## config.mk

```make
export PLATFORM = sky130hd
export DESIGN_NAME = adma_dm_aw_sched_flat
export DESIGN_NICKNAME = d
export VERILOG_FILES = /design/src/rtl/adma_dm_aw_sched_if.sv /design/src/rtl/adma_dm_aw_sched.sv /design/src/flat_wrapper.sv
export SDC_FILE = /design/constraint.sdc
export NUM_CORES = 1
export LEC_CHECK = 0
export CAP_MARGIN = 25
export CORE_MARGIN = 2
export CORE_UTILIZATION = 27
export CTS_CLUSTER_SIZE = 20
export DETAILED_ROUTE_END_ITERATION = 7
export MAX_ROUTING_LAYER = met4
export SETUP_SLACK_MARGIN = 0.2
export SLEW_MARGIN = 25
export SYNTH_ARGS = -nofsm -noshare
export SYNTH_HDL_FRONTEND = slang
export SYNTH_SLANG_ARGS = --single-unit
```

## constraint.sdc

```tcl
create_clock -name clk -period 2.8 [get_ports clk]
set_clock_uncertainty 0.05 [all_clocks]
set_input_delay 0.7 -clock clk [delete_from_list [all_inputs] [get_ports clk]]
set_output_delay 0.7 -clock clk [all_outputs]
set_load 0.02 [all_outputs]
```

## src/rtl/adma_dm_aw_sched_if.sv

```systemverilog
// adma_dm_aw_sched_if: request, transaction-info and AXI AW bundle for the write scheduler
// Ports (master = scheduler side):
//   chn_req_vld/addr/len in, chn_req_rdy out  per-channel burst requests
//   atx_id out, atx_done in                   per-channel AWID and B completions
//   atx_chn_id/atx_awid/atx_vld out, atx_rdy  transaction registration to the B handler
//   m_aw*_o out, m_awready_i in               AXI AW channel
//   chn_ostd_busy, sched_idle out             status
interface adma_dm_aw_sched_if #(
    parameter int DMA_CHN_NUM   = 4,
    parameter int MST_ID_W      = 5,
    parameter int ADDR_W        = 32,
    parameter int LEN_W         = 8,
    parameter int DMA_CHN_NUM_W = (DMA_CHN_NUM > 1) ? $clog2(DMA_CHN_NUM) : 1
);
    logic [DMA_CHN_NUM-1:0]   chn_req_vld, chn_req_rdy, atx_done, chn_ostd_busy;
    logic [ADDR_W-1:0]        chn_req_addr [DMA_CHN_NUM];
    logic [LEN_W-1:0]         chn_req_len  [DMA_CHN_NUM];
    logic [MST_ID_W-1:0]      atx_id       [DMA_CHN_NUM];
    logic [DMA_CHN_NUM_W-1:0] atx_chn_id;
    logic [MST_ID_W-1:0]      atx_awid, m_awid_o;
    logic [ADDR_W-1:0]        m_awaddr_o;
    logic [LEN_W-1:0]         m_awlen_o;
    logic                     atx_vld, atx_rdy, m_awvalid_o, m_awready_i, sched_idle;
    modport master (
        input  chn_req_vld, chn_req_addr, chn_req_len, atx_done, atx_rdy, m_awready_i,
        output chn_req_rdy, atx_id, atx_chn_id, atx_awid, atx_vld,
               m_awid_o, m_awaddr_o, m_awlen_o, m_awvalid_o, chn_ostd_busy, sched_idle
    );
    modport slave (
        output chn_req_vld, chn_req_addr, chn_req_len, atx_done, atx_rdy, m_awready_i,
        input  chn_req_rdy, atx_id, atx_chn_id, atx_awid, atx_vld,
               m_awid_o, m_awaddr_o, m_awlen_o, m_awvalid_o, chn_ostd_busy, sched_idle
    );
endinterface

```

## src/rtl/adma_dm_aw_sched.sv

```systemverilog
// adma_dm_aw_sched: round-robin write-burst scheduler with per-channel and global outstanding limits
// Ports:
//   clk    clock
//   rst_n  asynchronous active-low reset
//   sif    adma_dm_aw_sched_if.master: requests, AXI AW, transaction info, completions, status
module adma_dm_aw_sched #(
    parameter int DMA_CHN_NUM   = 4,
    parameter int MST_ID_W      = 5,
    parameter int ADDR_W        = 32,
    parameter int LEN_W         = 8,
    parameter int ATX_NUM_OSTD  = DMA_CHN_NUM,
    parameter int CHN_OSTD_MAX  = 2,
    parameter int ID_BASE       = 0,
    parameter int DMA_CHN_NUM_W = (DMA_CHN_NUM > 1) ? $clog2(DMA_CHN_NUM) : 1,
    parameter int OSTD_W        = $clog2(ATX_NUM_OSTD + 1)
) (
    input logic                clk,
    input logic                rst_n,
    adma_dm_aw_sched_if.master sif
);
    localparam int CNT_W = $clog2(CHN_OSTD_MAX + 1);
    localparam logic [CNT_W-1:0]  CHN_MAX = CNT_W'(CHN_OSTD_MAX);
    localparam logic [OSTD_W-1:0] GLB_MAX = OSTD_W'(ATX_NUM_OSTD);

    typedef enum logic {ARB, ISSUE} state_t;
    state_t                   r_state, w_state_nxt;
    logic                     r_aw_pend, r_atx_pend, w_aw_pend_nxt, w_atx_pend_nxt;
    logic [DMA_CHN_NUM_W-1:0] r_last_gnt, r_chn, w_win;
    logic [MST_ID_W-1:0]      r_awid;
    logic [ADDR_W-1:0]        r_addr;
    logic [LEN_W-1:0]         r_len;
    logic [CNT_W-1:0]         r_chn_cnt [DMA_CHN_NUM];
    logic [OSTD_W-1:0]        r_glb_cnt, w_done_num;
    logic [DMA_CHN_NUM-1:0]   w_elig, w_dec;
    logic                     w_found, w_grant;

    // Search starts one past the last winner so every requester is served in turn.
    always_comb begin
        w_found    = 1'b0;
        w_win      = '0;
        w_done_num = '0;
        for (int k = 1; k <= DMA_CHN_NUM; k++) begin
            if (!w_found && w_elig[DMA_CHN_NUM_W'((int'(r_last_gnt) + k) % DMA_CHN_NUM)]) begin
                w_found = 1'b1;
                w_win   = DMA_CHN_NUM_W'((int'(r_last_gnt) + k) % DMA_CHN_NUM);
            end
        end
        for (int k = 0; k < DMA_CHN_NUM; k++)
            w_done_num = w_done_num + OSTD_W'(w_dec[k]);
    end

    assign w_grant = (r_state == ARB) && w_found;

    for (genvar i = 0; i < DMA_CHN_NUM; i++) begin : g_chn
        assign w_elig[i]            = sif.chn_req_vld[i] && (r_chn_cnt[i] < CHN_MAX) && (r_glb_cnt < GLB_MAX);
        // Completions on an empty channel are dropped so counters never wrap.
        assign w_dec[i]             = sif.atx_done[i] && (r_chn_cnt[i] != '0);
        assign sif.chn_ostd_busy[i] = r_chn_cnt[i] != '0;
        assign sif.chn_req_rdy[i]   = w_grant && (w_win == DMA_CHN_NUM_W'(i));
        assign sif.atx_id[i]        = MST_ID_W'(ID_BASE + i);
        always_ff @(posedge clk or negedge rst_n)
            if (!rst_n) r_chn_cnt[i] <= '0;
            else        r_chn_cnt[i] <= r_chn_cnt[i] + CNT_W'(sif.chn_req_rdy[i]) - CNT_W'(w_dec[i]);
    end

    // Leave ISSUE once both the AW and the info handshakes have completed.
    always_comb begin
        w_aw_pend_nxt  = r_aw_pend && !sif.m_awready_i;
        w_atx_pend_nxt = r_atx_pend && !sif.atx_rdy;
        w_state_nxt    = r_state;
        if (w_grant) begin
            w_state_nxt    = ISSUE;
            w_aw_pend_nxt  = 1'b1;
            w_atx_pend_nxt = 1'b1;
        end else if (r_state == ISSUE && !w_aw_pend_nxt && !w_atx_pend_nxt) begin
            w_state_nxt = ARB;
        end
    end

    always_ff @(posedge clk or negedge rst_n) begin
        if (!rst_n) begin
            r_state    <= ARB;
            r_aw_pend  <= 1'b0;
            r_atx_pend <= 1'b0;
            r_last_gnt <= DMA_CHN_NUM_W'(DMA_CHN_NUM - 1);
            r_chn      <= '0;
            r_awid     <= '0;
            r_addr     <= '0;
            r_len      <= '0;
            r_glb_cnt  <= '0;
        end else begin
            r_state    <= w_state_nxt;
            r_aw_pend  <= w_aw_pend_nxt;
            r_atx_pend <= w_atx_pend_nxt;
            r_glb_cnt  <= r_glb_cnt + OSTD_W'(w_grant) - w_done_num;
            if (w_grant) begin
                r_last_gnt <= w_win;
                r_chn      <= w_win;
                r_awid     <= MST_ID_W'(ID_BASE + int'(w_win));
                r_addr     <= sif.chn_req_addr[w_win];
                r_len      <= sif.chn_req_len[w_win];
            end
        end
    end

    assign sif.m_awvalid_o = r_aw_pend;
    assign sif.atx_vld     = r_atx_pend;
    assign sif.m_awid_o    = r_awid;
    assign sif.atx_awid    = r_awid;
    assign sif.m_awaddr_o  = r_addr;
    assign sif.m_awlen_o   = r_len;
    assign sif.atx_chn_id  = r_chn;
    assign sif.sched_idle  = (r_state == ARB) && (r_glb_cnt == '0);
endmodule

```

## src/flat_wrapper.sv

```systemverilog
// flat-port wrapper written by rule: the top's interface ports become plain ports
module adma_dm_aw_sched_flat 
#(
    parameter int DMA_CHN_NUM   = 4,
    parameter int MST_ID_W      = 5,
    parameter int ADDR_W        = 32,
    parameter int LEN_W         = 8,
    parameter int ATX_NUM_OSTD  = DMA_CHN_NUM,
    parameter int CHN_OSTD_MAX  = 2,
    parameter int ID_BASE       = 0,
    parameter int DMA_CHN_NUM_W = (DMA_CHN_NUM > 1) ? $clog2(DMA_CHN_NUM) : 1,
    parameter int OSTD_W        = $clog2(ATX_NUM_OSTD + 1)
)
  (clk, rst_n, sif_chn_req_vld, sif_chn_req_addr, sif_chn_req_len, sif_atx_done, sif_atx_rdy, sif_m_awready_i, sif_chn_req_rdy, sif_atx_id, sif_atx_chn_id, sif_atx_awid, sif_atx_vld, sif_m_awid_o, sif_m_awaddr_o, sif_m_awlen_o, sif_m_awvalid_o, sif_chn_ostd_busy, sif_sched_idle);
  adma_dm_aw_sched_if #(.DMA_CHN_NUM(DMA_CHN_NUM), .MST_ID_W(MST_ID_W), .ADDR_W(ADDR_W), .LEN_W(LEN_W), .DMA_CHN_NUM_W(DMA_CHN_NUM_W)) sif_i ();
  input logic clk;
  input logic rst_n;
  input wire logic [$bits(sif_i.chn_req_vld)-1:0] sif_chn_req_vld;
  input wire logic [$bits(sif_i.chn_req_addr)-1:0] sif_chn_req_addr;
  input wire logic [$bits(sif_i.chn_req_len)-1:0] sif_chn_req_len;
  input wire logic [$bits(sif_i.atx_done)-1:0] sif_atx_done;
  input wire logic [$bits(sif_i.atx_rdy)-1:0] sif_atx_rdy;
  input wire logic [$bits(sif_i.m_awready_i)-1:0] sif_m_awready_i;
  output wire logic [$bits(sif_i.chn_req_rdy)-1:0] sif_chn_req_rdy;
  output wire logic [$bits(sif_i.atx_id)-1:0] sif_atx_id;
  output wire logic [$bits(sif_i.atx_chn_id)-1:0] sif_atx_chn_id;
  output wire logic [$bits(sif_i.atx_awid)-1:0] sif_atx_awid;
  output wire logic [$bits(sif_i.atx_vld)-1:0] sif_atx_vld;
  output wire logic [$bits(sif_i.m_awid_o)-1:0] sif_m_awid_o;
  output wire logic [$bits(sif_i.m_awaddr_o)-1:0] sif_m_awaddr_o;
  output wire logic [$bits(sif_i.m_awlen_o)-1:0] sif_m_awlen_o;
  output wire logic [$bits(sif_i.m_awvalid_o)-1:0] sif_m_awvalid_o;
  output wire logic [$bits(sif_i.chn_ostd_busy)-1:0] sif_chn_ostd_busy;
  output wire logic [$bits(sif_i.sched_idle)-1:0] sif_sched_idle;
  assign sif_i.chn_req_vld = sif_chn_req_vld;
  assign sif_i.chn_req_addr = {>>{sif_chn_req_addr}};
  assign sif_i.chn_req_len = {>>{sif_chn_req_len}};
  assign sif_i.atx_done = sif_atx_done;
  assign sif_i.atx_rdy = sif_atx_rdy;
  assign sif_i.m_awready_i = sif_m_awready_i;
  assign sif_chn_req_rdy = sif_i.chn_req_rdy;
  assign sif_atx_id = {>>{sif_i.atx_id}};
  assign sif_atx_chn_id = sif_i.atx_chn_id;
  assign sif_atx_awid = sif_i.atx_awid;
  assign sif_atx_vld = sif_i.atx_vld;
  assign sif_m_awid_o = sif_i.m_awid_o;
  assign sif_m_awaddr_o = sif_i.m_awaddr_o;
  assign sif_m_awlen_o = sif_i.m_awlen_o;
  assign sif_m_awvalid_o = sif_i.m_awvalid_o;
  assign sif_chn_ostd_busy = sif_i.chn_ostd_busy;
  assign sif_sched_idle = sif_i.sched_idle;
  adma_dm_aw_sched #(.DMA_CHN_NUM(DMA_CHN_NUM), .MST_ID_W(MST_ID_W), .ADDR_W(ADDR_W), .LEN_W(LEN_W), .ATX_NUM_OSTD(ATX_NUM_OSTD), .CHN_OSTD_MAX(CHN_OSTD_MAX), .ID_BASE(ID_BASE), .DMA_CHN_NUM_W(DMA_CHN_NUM_W), .OSTD_W(OSTD_W)) u_core (.clk(clk), .rst_n(rst_n), .sif(sif_i));
endmodule
```

==> impl_metrics.tcl <==
set metrics [dict create \
    synth-edff-count 0 \
    r2r-end "u_core.r_glb_cnt[2]" \
    switching_share_pct 43.8 \
    grt_max_degree 47 \
    die-height_um 130 \
    n_fill_cell 1369 \
    ys_ff_latch 58 \
    viasPerCell 5.21 \
    synth.top_cell.area_share_pct 32.5 \
    netlist_area_um2 4320 \
    routed-via-count 4887 \
    p_sw_w 0.00468 \
    root_buffer "clkbuf_16" \
    cts_max_level 3 \
    yosys_warnings 0 \
    start_util_pct 27.4 \
    grt_pass1_vias 4906 \
    clk_pin_slew_ns 0.05 \
    grt_use_total_pct 20.1 \
    ys_seq_area_share_pct 33.7 \
    rr_startpoint "u_core.r_chn_cnt[3]" \
    synth_area_leaders "dfrtp_1 (32%), a311oi_1 (16%), mux2i_1 (9.3%)" \
    p_total_w 0.0107 \
    drv_cap 0 \
    io_buffer_count 228 \
    wl_per_cell_um 19.7 \
    rows 46 \
    combPwrFrac_pct 75.4 \
    num_antenna_cells 0 \
    path_class "flip-flop to flip-flop" \
    place.gp.congestion 0.879 \
    drive_gt1_share_pct 32.1 \
    crit_fanout 4 \
    ir_worst_vdd_uv 630 \
    synth_common_cells "a311oi_1 (80), dfrtp_1 (56), and2_1 (43)" \
    die_width_um 130 \
    violations "setup timing" \
    p_int_w 0.00600 \
    powerDensity_nw_per_um2 1260 \
    holdBufCountCts 0 \
    slew_headroom_pct 62.5 \
    overflow 0 \
    hold_path.class "primary input to asynchronous set/reset pin" \
    synth-main-ff-cell "dfrtp_1" \
    p_leak_nw 3.42 \
    setup_viol 3 \
    area_growth_pct 96.1 \
    status "finished, violations left" \
    placed_cells 889 \
    rsz0062_at_grt "yes" \
    synthDistinctLibCells 50 \
    crit_required_ns 3.00 \
    period_needed_ns 2.85 \
    numCtsBuffers 9 \
    seqPwrFrac_pct 15.1 \
    ios 255 \
    setup_ws_ns -0.0500 \
    worstSetupEndpoint "u_core.r_glb_cnt[2]" \
    synth.avg_cell_area_um2 9.81 \
    hold_violations 0 \
    cts_tree "done" \
    clockBufferDepth 2 \
    core_area_um2 15800 \
    syn-instance-count 440 \
    crit_start "u_core.r_chn_cnt[3]" \
    synth_most_common_cell "a311oi_1" \
    ys_async_sr_fraction_pct 100 \
    max_freq_ghz 0.351 \
    critPathLaunchType "flip-flop" \
    grt_pass1_wl_mm 25.6 \
    drt_pass1_iterations 4 \
    clock_latency_ns 0.33 \
    hpwl_mm 12.0 \
    worstMarginPinSlew_ns 0.562 \
    drc_errors 0 \
    ff2ff_setup_slack_ns -0.05 \
    power_frac_clock_pct 9.5 \
    die_area_um2 17000 \
    synth_area_leader_cell "dfrtp_1" \
    critPathArrivalTime_ns 3.05 \
    totalWireLength_mm 18.5 \
    drtIter0Drc 167 \
    fin_nets 905 \
    cts_sinks 58 \
    fin_cells 938 \
    antenna_found_initial 0 \
    reg2reg_depth 11 \
    ant_nets 0 \
    crit_path_end_kind "flip-flop" \
    slew_violations 0 \
    period_share_pct 102 \
]
==> worst min path at each step <==
| stage | start | to | slack [ns] | cells past startpoint |
|---|---|---|---|---|
| after floorplan | rst_n | u_core.r_chn_cnt[0] | 0.35 | 0 |
| after global placement | u_core.r_chn_cnt[6] | u_core.r_chn_cnt[6] | 0.43 | 1 |
| after detailed placement | u_core.r_chn_cnt[0] | u_core.r_chn_cnt[0] | 0.44 | 1 |
| after CTS | rst_n | u_core.sif.atx_chn_id[0] | 0.31 | 1 |
| after global routing | rst_n | u_core.sif.atx_vld | 0.33 | 1 |
| final | rst_n | u_core.sif.atx_chn_id[0] | 0.31 | 1 |
==> power groups by stage <==
stage / logic (W) / registers, W / clock network (W)
finish: 0.00805 / 0.00161 / 0.00101
global route: 0.00858 / 0.00168 / 0.00109
CTS: 0.00678 / 0.00161 / 0.00104
detailed placement: 0.00611 / 0.00161 / 0
global placement: 0.00592 / 0.00159 / 0
floorplan: 0.00346 / 0.00198 / 0
==> layout by cell type (no fill, tap or decap), drive strengths merged, types with 2 or more instances in the layout <==
| master | Yosys | routed |
|---|---|---|
| nor3b | 3 | 3 |
| a311oi | 80 | 80 |
| clkdlybuf4s50 | 0 | 215 |
| a21oi | 6 | 6 |
| dlygate4sd2 | 0 | 4 |
| xnor2 | 10 | 10 |
| dfrtp | 56 | 56 |
| ha | 13 | 13 |
| nand2b | 4 | 4 |
| nor2 | 9 | 9 |
| or2 | 7 | 7 |
| o21ai | 3 | 3 |
| and2b | 2 | 2 |
| and2 | 43 | 43 |
| nand2 | 6 | 6 |
| fa | 3 | 3 |
| o211ai | 2 | 2 |
| buf | 55 | 90 |
| conb | 2 | 26 |
| dfstp | 2 | 2 |
| mux2i | 40 | 40 |
| clkinv | 0 | 3 |
| o22ai | 40 | 40 |
| o21a | 2 | 2 |
| clkbuf | 17 | 17 |
| inv | 11 | 11 |
| nand3 | 2 | 2 |
| nor2b | 5 | 5 |
| nor4 | 2 | 2 |
==> layout make-up <==
| cell class | instances | area [um2] | share of cell area, % |
|---|---|---|---|
| tap | 216 | 270 | 3.19 |
| timing repair buffer | 314 | 3210 | 37.9 |
| multi-input combinational | 323 | 3210 | 37.9 |
| sequential | 58 | 1460 | 17.2 |
| inverter | 11 | 51.3 | 0.606 |
| clock buffer | 13 | 250 | 2.96 |
| clock inverter | 3 | 15.0 | 0.177 |
==> stage by stage <==
stage | TNS [ns] | worst slack [ns] | hold slack, ns | instance area (um2) | util (%)
after global placement | -22.89 | -0.853 | 0.429 | 7090 | 45.0
after CTS | -0.0673 | -0.0539 | 0.313 | 7710 | 48.9
after detailed placement | -26.82 | -0.830 | 0.442 | 7090 | 45.0
after floorplan | -0.354 | -0.260 | 0.354 | 4510 | -
final | -0.127 | -0.0500 | 0.315 | 8460 | 53.7
after global routing | -0.361 | -0.136 | 0.335 | 8460 | 53.7
==> cells by family after synthesis <==
kind of cell    count (synthesis)  share of synthesized area [%]
other cells                     2                          0.174
simple gates                   86                           11.9
flops                          58                           33.7
xor+xnor                       11                           2.23
compound gates                144                           26.6
buf+inv                        83                           10.9
fa+ha+maj                      16                           5.16
mux                            40                           9.28
==> registers in the layout, summed over array words and instances (netlist names) <==
register                flops
u_core.sif.atx_vld          1
u_core.r_state              1
u_core.sif.m_awaddr_o      32
u_core.sif.atx_chn_id       2
u_core.r_glb_cnt            3
u_core.r_chn_cnt            8
u_core.sif.m_awvalid_o      1
u_core.r_last_gnt           2
u_core.sif.m_awlen_o        8
==> worst max-delay path, cell delays in order (launching register included) <==
cell	delay [ns]
dfrtp_2	0.43
or2_4	0.24
and2_4	0.16
fa_1	0.55
inv_2	0.05
fa_2	0.33
inv_2	0.07
fa_1	0.40
inv_2	0.09
ha_4	0.12
xor2_1	0.16
xnor2_1	0.13
==> layer usage <==
metal	share of wire, %	global-route usage, %
met4	2.6	7.95
met1	40	22.9
met5	0	-
met3	5.2	3.18
met2	53	35.4
==> repair_timing <==
item | 4_1_cts | 5_1_grt
setup endpoints to repair | 56 | 49
pin swaps | 14 | 101
buffers inserted | 19 | 7
gates cloned | 2 | 5
resized for setup | 82 | 101
Note: power is estimated with default switching activity, not from simulation.
